$ cat config.mk
export PLATFORM = sky130hd
export DESIGN_NAME = alu_pipe_exec_flat
export DESIGN_NICKNAME = d
export VERILOG_FILES = /design/src/rtl/alu_pipe_exec_if.sv /design/src/rtl/alu_pipe_exec.sv /design/src/flat_wrapper.sv
export SDC_FILE = /design/constraint.sdc
export NUM_CORES = 1
export LEC_CHECK = 0
export ABC_AREA = 1
export ABC_CLOCK_PERIOD_IN_PS = 7100
export BUFFER_PORTS_ARGS = -buffer_cell sky130_fd_sc_hd__buf_2
export CELL_PAD_IN_SITES_DETAIL_PLACEMENT = 1
export CELL_PAD_IN_SITES_GLOBAL_PLACEMENT = 2
export CORE_MARGIN = 2
export CORE_UTILIZATION = 35
export CTS_BUF_LIST = sky130_fd_sc_hd__clkbuf_2
export CTS_CLUSTER_DIAMETER = 200
export DETAILED_ROUTE_END_ITERATION = 7
export PLACE_DENSITY = 0.78
export SYNTH_ARGS = -nofsm -noshare
export SYNTH_HDL_FRONTEND = slang
export SYNTH_SLANG_ARGS = --single-unit
export TNS_END_PERCENT = 50
$ cat constraint.sdc
create_clock -name clk -period 7.1 [get_ports clk]
set_input_delay 2.13 -clock clk [delete_from_list [all_inputs] [get_ports clk]]
set_output_delay 2.13 -clock clk [all_outputs]
set_load 0.01 [all_outputs]
$ cat src/rtl/alu_pipe_exec_if.sv
// Handshake bundle for alu_pipe_exec: instruction issue, host register writes
// and the result stream, with master (driver) and slave (unit) views.
interface alu_pipe_exec_if #(
    parameter int WIDTH = 8,
    parameter int NREG  = 8
);
    localparam int AW = $clog2(NREG);

    logic             in_valid;
    logic             in_ready;
    logic [2:0]       in_op;
    logic [AW-1:0]    in_rd;
    logic [AW-1:0]    in_rs;
    logic [AW-1:0]    in_rt;

    logic             cfg_we;
    logic [AW-1:0]    cfg_addr;
    logic [WIDTH-1:0] cfg_data;

    logic             out_valid;
    logic             out_ready;
    logic [WIDTH-1:0] out_data;
    logic [AW-1:0]    out_rd;
    logic             out_zero;
    logic             out_ovf;

    modport master (
        output in_valid, in_op, in_rd, in_rs, in_rt,
        output cfg_we, cfg_addr, cfg_data,
        output out_ready,
        input  in_ready,
        input  out_valid, out_data, out_rd, out_zero, out_ovf
    );

    modport slave (
        input  in_valid, in_op, in_rd, in_rs, in_rt,
        input  cfg_we, cfg_addr, cfg_data,
        input  out_ready,
        output in_ready,
        output out_valid, out_data, out_rd, out_zero, out_ovf
    );
endinterface

$ cat src/rtl/alu_pipe_exec.sv
// Two-stage decode/execute unit with an NREG x WIDTH register file and writeback.
// Optional macro ALU_PIPE_SEVSEG_EN adds a one-digit seven-segment view of results.
module alu_pipe_exec #(
    parameter int WIDTH = 8,
    parameter int NREG  = 8
) (
    input  logic              clk,
    input  logic              rst_n,
    alu_pipe_exec_if.slave    bus
`ifdef ALU_PIPE_SEVSEG_EN
    ,
    output logic [6:0]        seg,
    output logic [3:0]        an
`endif
);
    localparam int AW = $clog2(NREG);

    localparam logic [2:0] OP_SUB = 3'd0;
    localparam logic [2:0] OP_ADD = 3'd1;
    localparam logic [2:0] OP_OR  = 3'd2;
    localparam logic [2:0] OP_AND = 3'd3;
    localparam logic [2:0] OP_SRA = 3'd4;
    localparam logic [2:0] OP_ROL = 3'd5;
    localparam logic [2:0] OP_LT  = 3'd6;
    localparam logic [2:0] OP_EQ  = 3'd7;

    logic [WIDTH-1:0] regs_q [NREG];
    logic [WIDTH-1:0] regs_d [NREG];

    logic             s1_valid_q, s1_valid_d;
    logic [2:0]       s1_op_q, s1_op_d;
    logic [AW-1:0]    s1_rd_q, s1_rd_d;
    logic [AW-1:0]    s1_rs_q, s1_rs_d;
    logic [AW-1:0]    s1_rt_q, s1_rt_d;

    logic             s2_valid_q, s2_valid_d;
    logic [WIDTH-1:0] s2_data_q, s2_data_d;
    logic [AW-1:0]    s2_rd_q, s2_rd_d;
    logic             s2_zero_q, s2_zero_d;
    logic             s2_ovf_q, s2_ovf_d;

    logic             s1_adv;
    logic             accept;
    logic [WIDTH-1:0] op_a, op_b, alu_res;
    logic             alu_ovf;

    // A host write owns the register file for its cycle, so S1 waits.
    assign s1_adv       = s1_valid_q && !bus.cfg_we && (!s2_valid_q || bus.out_ready);
    assign bus.in_ready = !s1_valid_q || s1_adv;
    assign accept       = bus.in_valid && bus.in_ready;

    // Operands come from the pre-edge register state, so rd == rs/rt reads the old value.
    assign op_a = regs_q[s1_rs_q];
    assign op_b = regs_q[s1_rt_q];

    always_comb begin
        // NOTE: every always_comb output gets a default first so no path can infer a latch.
        alu_res = '0;
        alu_ovf = 1'b0;
        case (s1_op_q)
            OP_SUB: begin
                alu_res = op_a - op_b;
                alu_ovf = (op_a[WIDTH-1] != op_b[WIDTH-1]) && (alu_res[WIDTH-1] != op_a[WIDTH-1]);
            end
            OP_ADD: begin
                alu_res = op_a + op_b;
                alu_ovf = (op_a[WIDTH-1] == op_b[WIDTH-1]) && (alu_res[WIDTH-1] != op_a[WIDTH-1]);
            end
            OP_OR:  alu_res = op_a | op_b;
            OP_AND: alu_res = op_a & op_b;
            OP_SRA: alu_res = {op_b[WIDTH-1], op_b[WIDTH-1:1]};
            OP_ROL: alu_res = {op_a[WIDTH-2:0], op_a[WIDTH-1]};
            OP_LT:  alu_res = {{(WIDTH-1){1'b0}}, (op_a < op_b)};
            OP_EQ:  alu_res = {{(WIDTH-1){1'b0}}, (op_a == op_b)};
        endcase
    end

    always_comb begin
        regs_d = regs_q;
        if (bus.cfg_we) begin
            regs_d[bus.cfg_addr] = bus.cfg_data;
        end else if (s1_adv) begin
            regs_d[s1_rd_q] = alu_res;
        end

        s1_valid_d = s1_valid_q;
        s1_op_d    = s1_op_q;
        s1_rd_d    = s1_rd_q;
        s1_rs_d    = s1_rs_q;
        s1_rt_d    = s1_rt_q;
        if (accept) begin
            s1_valid_d = 1'b1;
            s1_op_d    = bus.in_op;
            s1_rd_d    = bus.in_rd;
            s1_rs_d    = bus.in_rs;
            s1_rt_d    = bus.in_rt;
        end else if (s1_adv) begin
            s1_valid_d = 1'b0;
        end

        // Result fields only change on a new result, so they hold while idle or stalled.
        s2_valid_d = s2_valid_q;
        s2_data_d  = s2_data_q;
        s2_rd_d    = s2_rd_q;
        s2_zero_d  = s2_zero_q;
        s2_ovf_d   = s2_ovf_q;
        if (s1_adv) begin
            s2_valid_d = 1'b1;
            s2_data_d  = alu_res;
            s2_rd_d    = s1_rd_q;
            s2_zero_d  = (alu_res == '0);
            s2_ovf_d   = alu_ovf;
        end else if (s2_valid_q && bus.out_ready) begin
            s2_valid_d = 1'b0;
        end
    end

    always_ff @(posedge clk or negedge rst_n) begin
        if (!rst_n) begin
            // NOTE: the register file is architectural state that must read 0 after reset,
            // so it is built from resettable flops rather than an inferred RAM.
            for (int i = 0; i < NREG; i++) begin
                regs_q[i] <= '0;
            end
            s1_valid_q <= 1'b0;
            s1_op_q    <= '0;
            s1_rd_q    <= '0;
            s1_rs_q    <= '0;
            s1_rt_q    <= '0;
            s2_valid_q <= 1'b0;
            s2_data_q  <= '0;
            s2_rd_q    <= '0;
            s2_zero_q  <= 1'b0;
            s2_ovf_q   <= 1'b0;
        end else begin
            // NOTE: state is updated with non-blocking assignments so every flop samples
            // pre-edge values regardless of statement order.
            regs_q     <= regs_d;
            s1_valid_q <= s1_valid_d;
            s1_op_q    <= s1_op_d;
            s1_rd_q    <= s1_rd_d;
            s1_rs_q    <= s1_rs_d;
            s1_rt_q    <= s1_rt_d;
            s2_valid_q <= s2_valid_d;
            s2_data_q  <= s2_data_d;
            s2_rd_q    <= s2_rd_d;
            s2_zero_q  <= s2_zero_d;
            s2_ovf_q   <= s2_ovf_d;
        end
    end

    assign bus.out_valid = s2_valid_q;
    assign bus.out_data  = s2_data_q;
    assign bus.out_rd    = s2_rd_q;
    assign bus.out_zero  = s2_zero_q;
    assign bus.out_ovf   = s2_ovf_q;

`ifdef ALU_PIPE_SEVSEG_EN
    logic [3:0] disp_q, disp_d;

    always_comb begin
        disp_d = disp_q;
        if (s2_valid_q && bus.out_ready) begin
            disp_d = s2_data_q[3:0];
        end
    end

    always_ff @(posedge clk or negedge rst_n) begin
        if (!rst_n) begin
            disp_q <= '0;
        end else begin
            disp_q <= disp_d;
        end
    end

    // Segment patterns are written active-high (gfedcba) and inverted for the display.
    always_comb begin
        seg = ~7'h3F;
        case (disp_q)
            4'h0: seg = ~7'h3F;
            4'h1: seg = ~7'h06;
            4'h2: seg = ~7'h5B;
            4'h3: seg = ~7'h4F;
            4'h4: seg = ~7'h66;
            4'h5: seg = ~7'h6D;
            4'h6: seg = ~7'h7D;
            4'h7: seg = ~7'h07;
            4'h8: seg = ~7'h7F;
            4'h9: seg = ~7'h6F;
            4'hA: seg = ~7'h77;
            4'hB: seg = ~7'h7C;
            4'hC: seg = ~7'h39;
            4'hD: seg = ~7'h5E;
            4'hE: seg = ~7'h79;
            4'hF: seg = ~7'h71;
        endcase
    end

    assign an = 4'b1110;
`endif
endmodule

$ cat src/flat_wrapper.sv
// flat-port wrapper written by rule: the top's interface ports become plain ports
module alu_pipe_exec_flat 
#(
    parameter int WIDTH = 8,
    parameter int NREG  = 8
)
  (clk, rst_n, bus_in_valid, bus_in_op, bus_in_rd, bus_in_rs, bus_in_rt, bus_cfg_we, bus_cfg_addr, bus_cfg_data, bus_out_ready, bus_in_ready, bus_out_valid, bus_out_data, bus_out_rd, bus_out_zero, bus_out_ovf);
  alu_pipe_exec_if #(.WIDTH(WIDTH), .NREG(NREG)) bus_i ();
  input  logic clk;
  input  logic rst_n;
  input wire logic [$bits(bus_i.in_valid)-1:0] bus_in_valid;
  input wire logic [$bits(bus_i.in_op)-1:0] bus_in_op;
  input wire logic [$bits(bus_i.in_rd)-1:0] bus_in_rd;
  input wire logic [$bits(bus_i.in_rs)-1:0] bus_in_rs;
  input wire logic [$bits(bus_i.in_rt)-1:0] bus_in_rt;
  input wire logic [$bits(bus_i.cfg_we)-1:0] bus_cfg_we;
  input wire logic [$bits(bus_i.cfg_addr)-1:0] bus_cfg_addr;
  input wire logic [$bits(bus_i.cfg_data)-1:0] bus_cfg_data;
  input wire logic [$bits(bus_i.out_ready)-1:0] bus_out_ready;
  output wire logic [$bits(bus_i.in_ready)-1:0] bus_in_ready;
  output wire logic [$bits(bus_i.out_valid)-1:0] bus_out_valid;
  output wire logic [$bits(bus_i.out_data)-1:0] bus_out_data;
  output wire logic [$bits(bus_i.out_rd)-1:0] bus_out_rd;
  output wire logic [$bits(bus_i.out_zero)-1:0] bus_out_zero;
  output wire logic [$bits(bus_i.out_ovf)-1:0] bus_out_ovf;
  assign bus_i.in_valid = bus_in_valid;
  assign bus_i.in_op = bus_in_op;
  assign bus_i.in_rd = bus_in_rd;
  assign bus_i.in_rs = bus_in_rs;
  assign bus_i.in_rt = bus_in_rt;
  assign bus_i.cfg_we = bus_cfg_we;
  assign bus_i.cfg_addr = bus_cfg_addr;
  assign bus_i.cfg_data = bus_cfg_data;
  assign bus_i.out_ready = bus_out_ready;
  assign bus_in_ready = bus_i.in_ready;
  assign bus_out_valid = bus_i.out_valid;
  assign bus_out_data = bus_i.out_data;
  assign bus_out_rd = bus_i.out_rd;
  assign bus_out_zero = bus_i.out_zero;
  assign bus_out_ovf = bus_i.out_ovf;
  alu_pipe_exec #(.WIDTH(WIDTH), .NREG(NREG)) u_core (.clk(clk), .rst_n(rst_n), .bus(bus_i));
endmodule
==> results.md <==
* Post-CTS Resized at 0
* Site row count at just over 50
* First-iteration detailed-routing DRC count at between 400 and 500
* Post-route setup slack at between 1.5 and 2 ns
* Register area share after synthesis at 0.3249
* RSZ-0062 raised after global routing: no
* Top_reg_cell synth: dfrtp_1
* Final setup fails at 0
* Clock Latency Late Sink at between 0.6 and 0.7 ns
* Yosys cell types at 43
* Area grow syn2layout at 6.837%
* DRT Pass-1 Iters at 5
* Vias at 6,992
* Slew margin rel. at 0.2962
* Total grt overflow at 0
* # nets final at 1,092
* Post-CTS Setup Bufs at 0
* Final WL at about 26 mm
* Number of synthesized flops with an enable pin at 0
* Fin Clk Skew at 0.04109 ns
* Outcome: completed
* H-tree depth at 3
* Mapped Area at ~7000 µm²
* WL/cell at approximately 20 µm
* Antenna violations before repair at 1
* Post-route DRC violation count at 0
* Clock Pin Slew Worst Setup and Hold Paths at around 0.28 ns
* Async SR Flop Fraction at 1.000
* Total CTS buffers at 9
* Critical-path cell list: buf_2 -> inv_2 -> nand3_2 -> nand2_1 -> buf_2
* Total Negative Setup Slacks at 0 ns
* Die area at about 21,000 µm²
* GRT Total Usage at 0.2568
* Buf+Inv Stages, Crit Path at 3
* Post-Syn Instances at between 1,000 and 1,500
* Final min period at 5.437 ns
* Antenna-violating nets left at 0
* Initial Util at 0.3590
* CP max FO at 26
* Critical Path Start Type: input pin
* Crit path capture type: primary output
* FMAX at ~0.18 GHz
* Crit path arrival time at between 3 and 4 ns
* Synth Area per Inst at 6.872 µm²
* WP data required at around 5.0 ns
* First-pass GRT wire length at ~42 mm
* Synth Warn # at 0
* Tcrit/Tclk final at 0.7658
* Die Y at ~150 µm
* Most Frequent Cell on Critical Path: buf_2
* Fin. Hold Viols at 0
* Max Cap Viol at 0
* IO Port Bufs at between 40 and 50
* Place WS at roughly 1.6 ns
* Worst hold path class: register to register
* Max clock buf depth at 2
* Pin count of the biggest net entering global routing at between 50 and 60
* Yosys reg bits at 91
* Die width at between 100 and 150 µm
* Critical path class: input pin to primary output
* I/O pins at 43
* CTS tree: built
* RePlAce Congestion at between 0.8 and 0.9
* CP max stage cell: nand3_2
* Layout cell share with drive strength beyond 1 at 0.1422
* Vias in the first global route at slightly above 7,000
* Root Buffer: clkbuf_2
* Final HPWL DP at around 20 mm
* Slew Limit Fails at 0
* Kind of cell adding the most delay to the critical path: simple AND/OR/NAND/NOR gates
* Hold Buf Count CTS at 0
* CTS Sinks at a little over 90
* Core area at roughly 20,000 µm²
* Slowest cell delay on critical path at around 0.40 ns
* Synthesized Nets at 1,075
* Vias per cell at between 5 and 6
* Worst Tran Pin Value at between 1 and 1.5 ns
[worst register-to-register path, cell delays in order, from the launching register on]
cell and delay [ns]:
dfrtp_1 0.40, buf_4 0.45, clkinv_1 0.79, nand2_1 0.24, nand3_1 0.10, nand3_1 0.19, nand2_1 0.11, ha_1 0.46
inv_1 0.14, nand2_1 0.09, nand2_1 0.07, a21oi_1 0.20, nand2_1 0.12, nand2_1 0.08, nand3_1 0.36, nand2_1 0.32
nand2_1 0.08, inv_1 0.05, nand3_1 0.07, nand2_1 0.07
[layout by cell type (no fill, tap or decap), drive strengths merged, types with 2 or more instances in the layout]
master,count
ha,25
a21oi,116
o22ai,2
dfrtp,91
or2,2
clkbuf,10
nor2,82
nand2,275
xnor2,2
fa,2
nand4,5
buf,47
clkinv,8
o21ai,36
o211ai,15
a22oi,45
nand3,118
nand3b,2
inv,142
nor3,10
[sequential cells by signal (all words and copies together) (netlist names)]
signal,flops
u_core.regs_q,64
u_core.bus.out_data,8
u_core.bus.out_rd,3
u_core.s1_op_q,3
u_core.s1_rd_q,3
u_core.s1_rs_q,3
u_core.s1_rt_q,3
u_core.bus.out_ovf,1
u_core.bus.out_valid,1
u_core.bus.out_zero,1
u_core.s1_valid_q,1
[metal layers]
metal	track usage	vias to the layer above	share of wire
met3	0.02947	42	0.042
met5	0	-	0
met1	0.3689	3421	0.49
met4	0.09559	0	0.033
li1	-	3363	-
met2	0.3979	166	0.44
[worst paths after layout]
| kind | from | to | slack (ns) | depth (start not counted) |
|---|---|---|---|---|
| worst max-delay path | bus_cfg_we | bus_in_ready | 1.66 | 5 |
| worst min-delay path | u_core.bus.out_data[1] | u_core.bus.out_data[1] | 0.52 | 2 |
| worst max register to register | u_core.s1_rs_q[0] | u_core.bus.out_zero | 2.68 | 19 |
| worst min register to register | u_core.bus.out_data[1] | u_core.bus.out_data[1] | 0.52 | 2 |
| max in group asynchronous | rst_n | u_core.s1_rs_q[2] | 4.44 | 2 |
| min in group asynchronous | rst_n | u_core.regs_q[1] | 1.52 | 1 |
[synthesized netlist by cell type, types with 2 or more instances]
cell | instances | area share
buf_2 | 19 | 0.014
nand2_1 | 262 | 0.14
nand3_2 | 5 | 0.0071
o21ai_0 | 28 | 0.020
xnor2_1 | 2 | 0.0025
nor3_2 | 7 | 0.010
nand2_2 | 10 | 0.0089
dfrtp_1 | 91 | 0.32
nor2_1 | 69 | 0.037
a22oi_2 | 18 | 0.032
nor2_4 | 3 | 0.0048
nand3_1 | 113 | 0.081
a21oi_2 | 2 | 0.0025
or2_2 | 2 | 0.0018
inv_1 | 121 | 0.065
a22oi_1 | 27 | 0.029
o211ai_1 | 15 | 0.016
buf_4 | 2 | 0.0021
nand3b_1 | 2 | 0.0021
nor3_4 | 2 | 0.0046
clkbuf_1 | 15 | 0.0080
ha_1 | 25 | 0.045
a21oi_1 | 114 | 0.081
inv_2 | 20 | 0.011
o21ai_1 | 5 | 0.0036
o22ai_1 | 2 | 0.0018
buf_6 | 3 | 0.0048
clkinv_1 | 3 | 0.0016
nor2_2 | 9 | 0.0080
fa_1 | 2 | 0.0057
clkinv_2 | 2 | 0.0014
o21ai_2 | 3 | 0.0037
nand4_1 | 5 | 0.0045
nand2_4 | 3 | 0.0048
[per-stage QoR]
| step | instances | hold slack (ns) | util | instance area (µm²) |
|---|---|---|---|---|
| final | 1307 | 0.5242 | 0.3835 | 7488 |
| after floorplan | 1020 | 0.4937 | - | 7009 |
| after detailed placement | 1291 | 0.4604 | 0.3781 | 7382 |
| after CTS | 1306 | 0.5248 | 0.3834 | 7486 |
| after global routing | 1307 | 0.5492 | 0.3835 | 7488 |
| after global placement | 1291 | 0.4623 | 0.3781 | 7382 |
[kinds of logic after synthesis]
kind of cell,Yosys count,share of synthesized area
AOI/OAI and AO/OA,217,0.1931
xor gates and xnor gates,3,0.003749
and+or+nand+nor,494,0.3183
DFF,91,0.3249
adders and majority gates,27,0.05034
buffers and inverters,188,0.1096
[layout make-up]
class                   count  area [µm²]
clock buffers              10       50.05
repair buffers             47       250.2
multi-input cells         741        3964
inverters                 147       559.3
well taps                 265       331.6
diodes                      1       2.502
fillers                  2590       12040
flip-flops and latches     91        2277
clock inverters             5       53.80
Power is left out: the tool's default activity adds up to more than one toggle a clock period on the data nets, which glitch-free logic cannot reach.
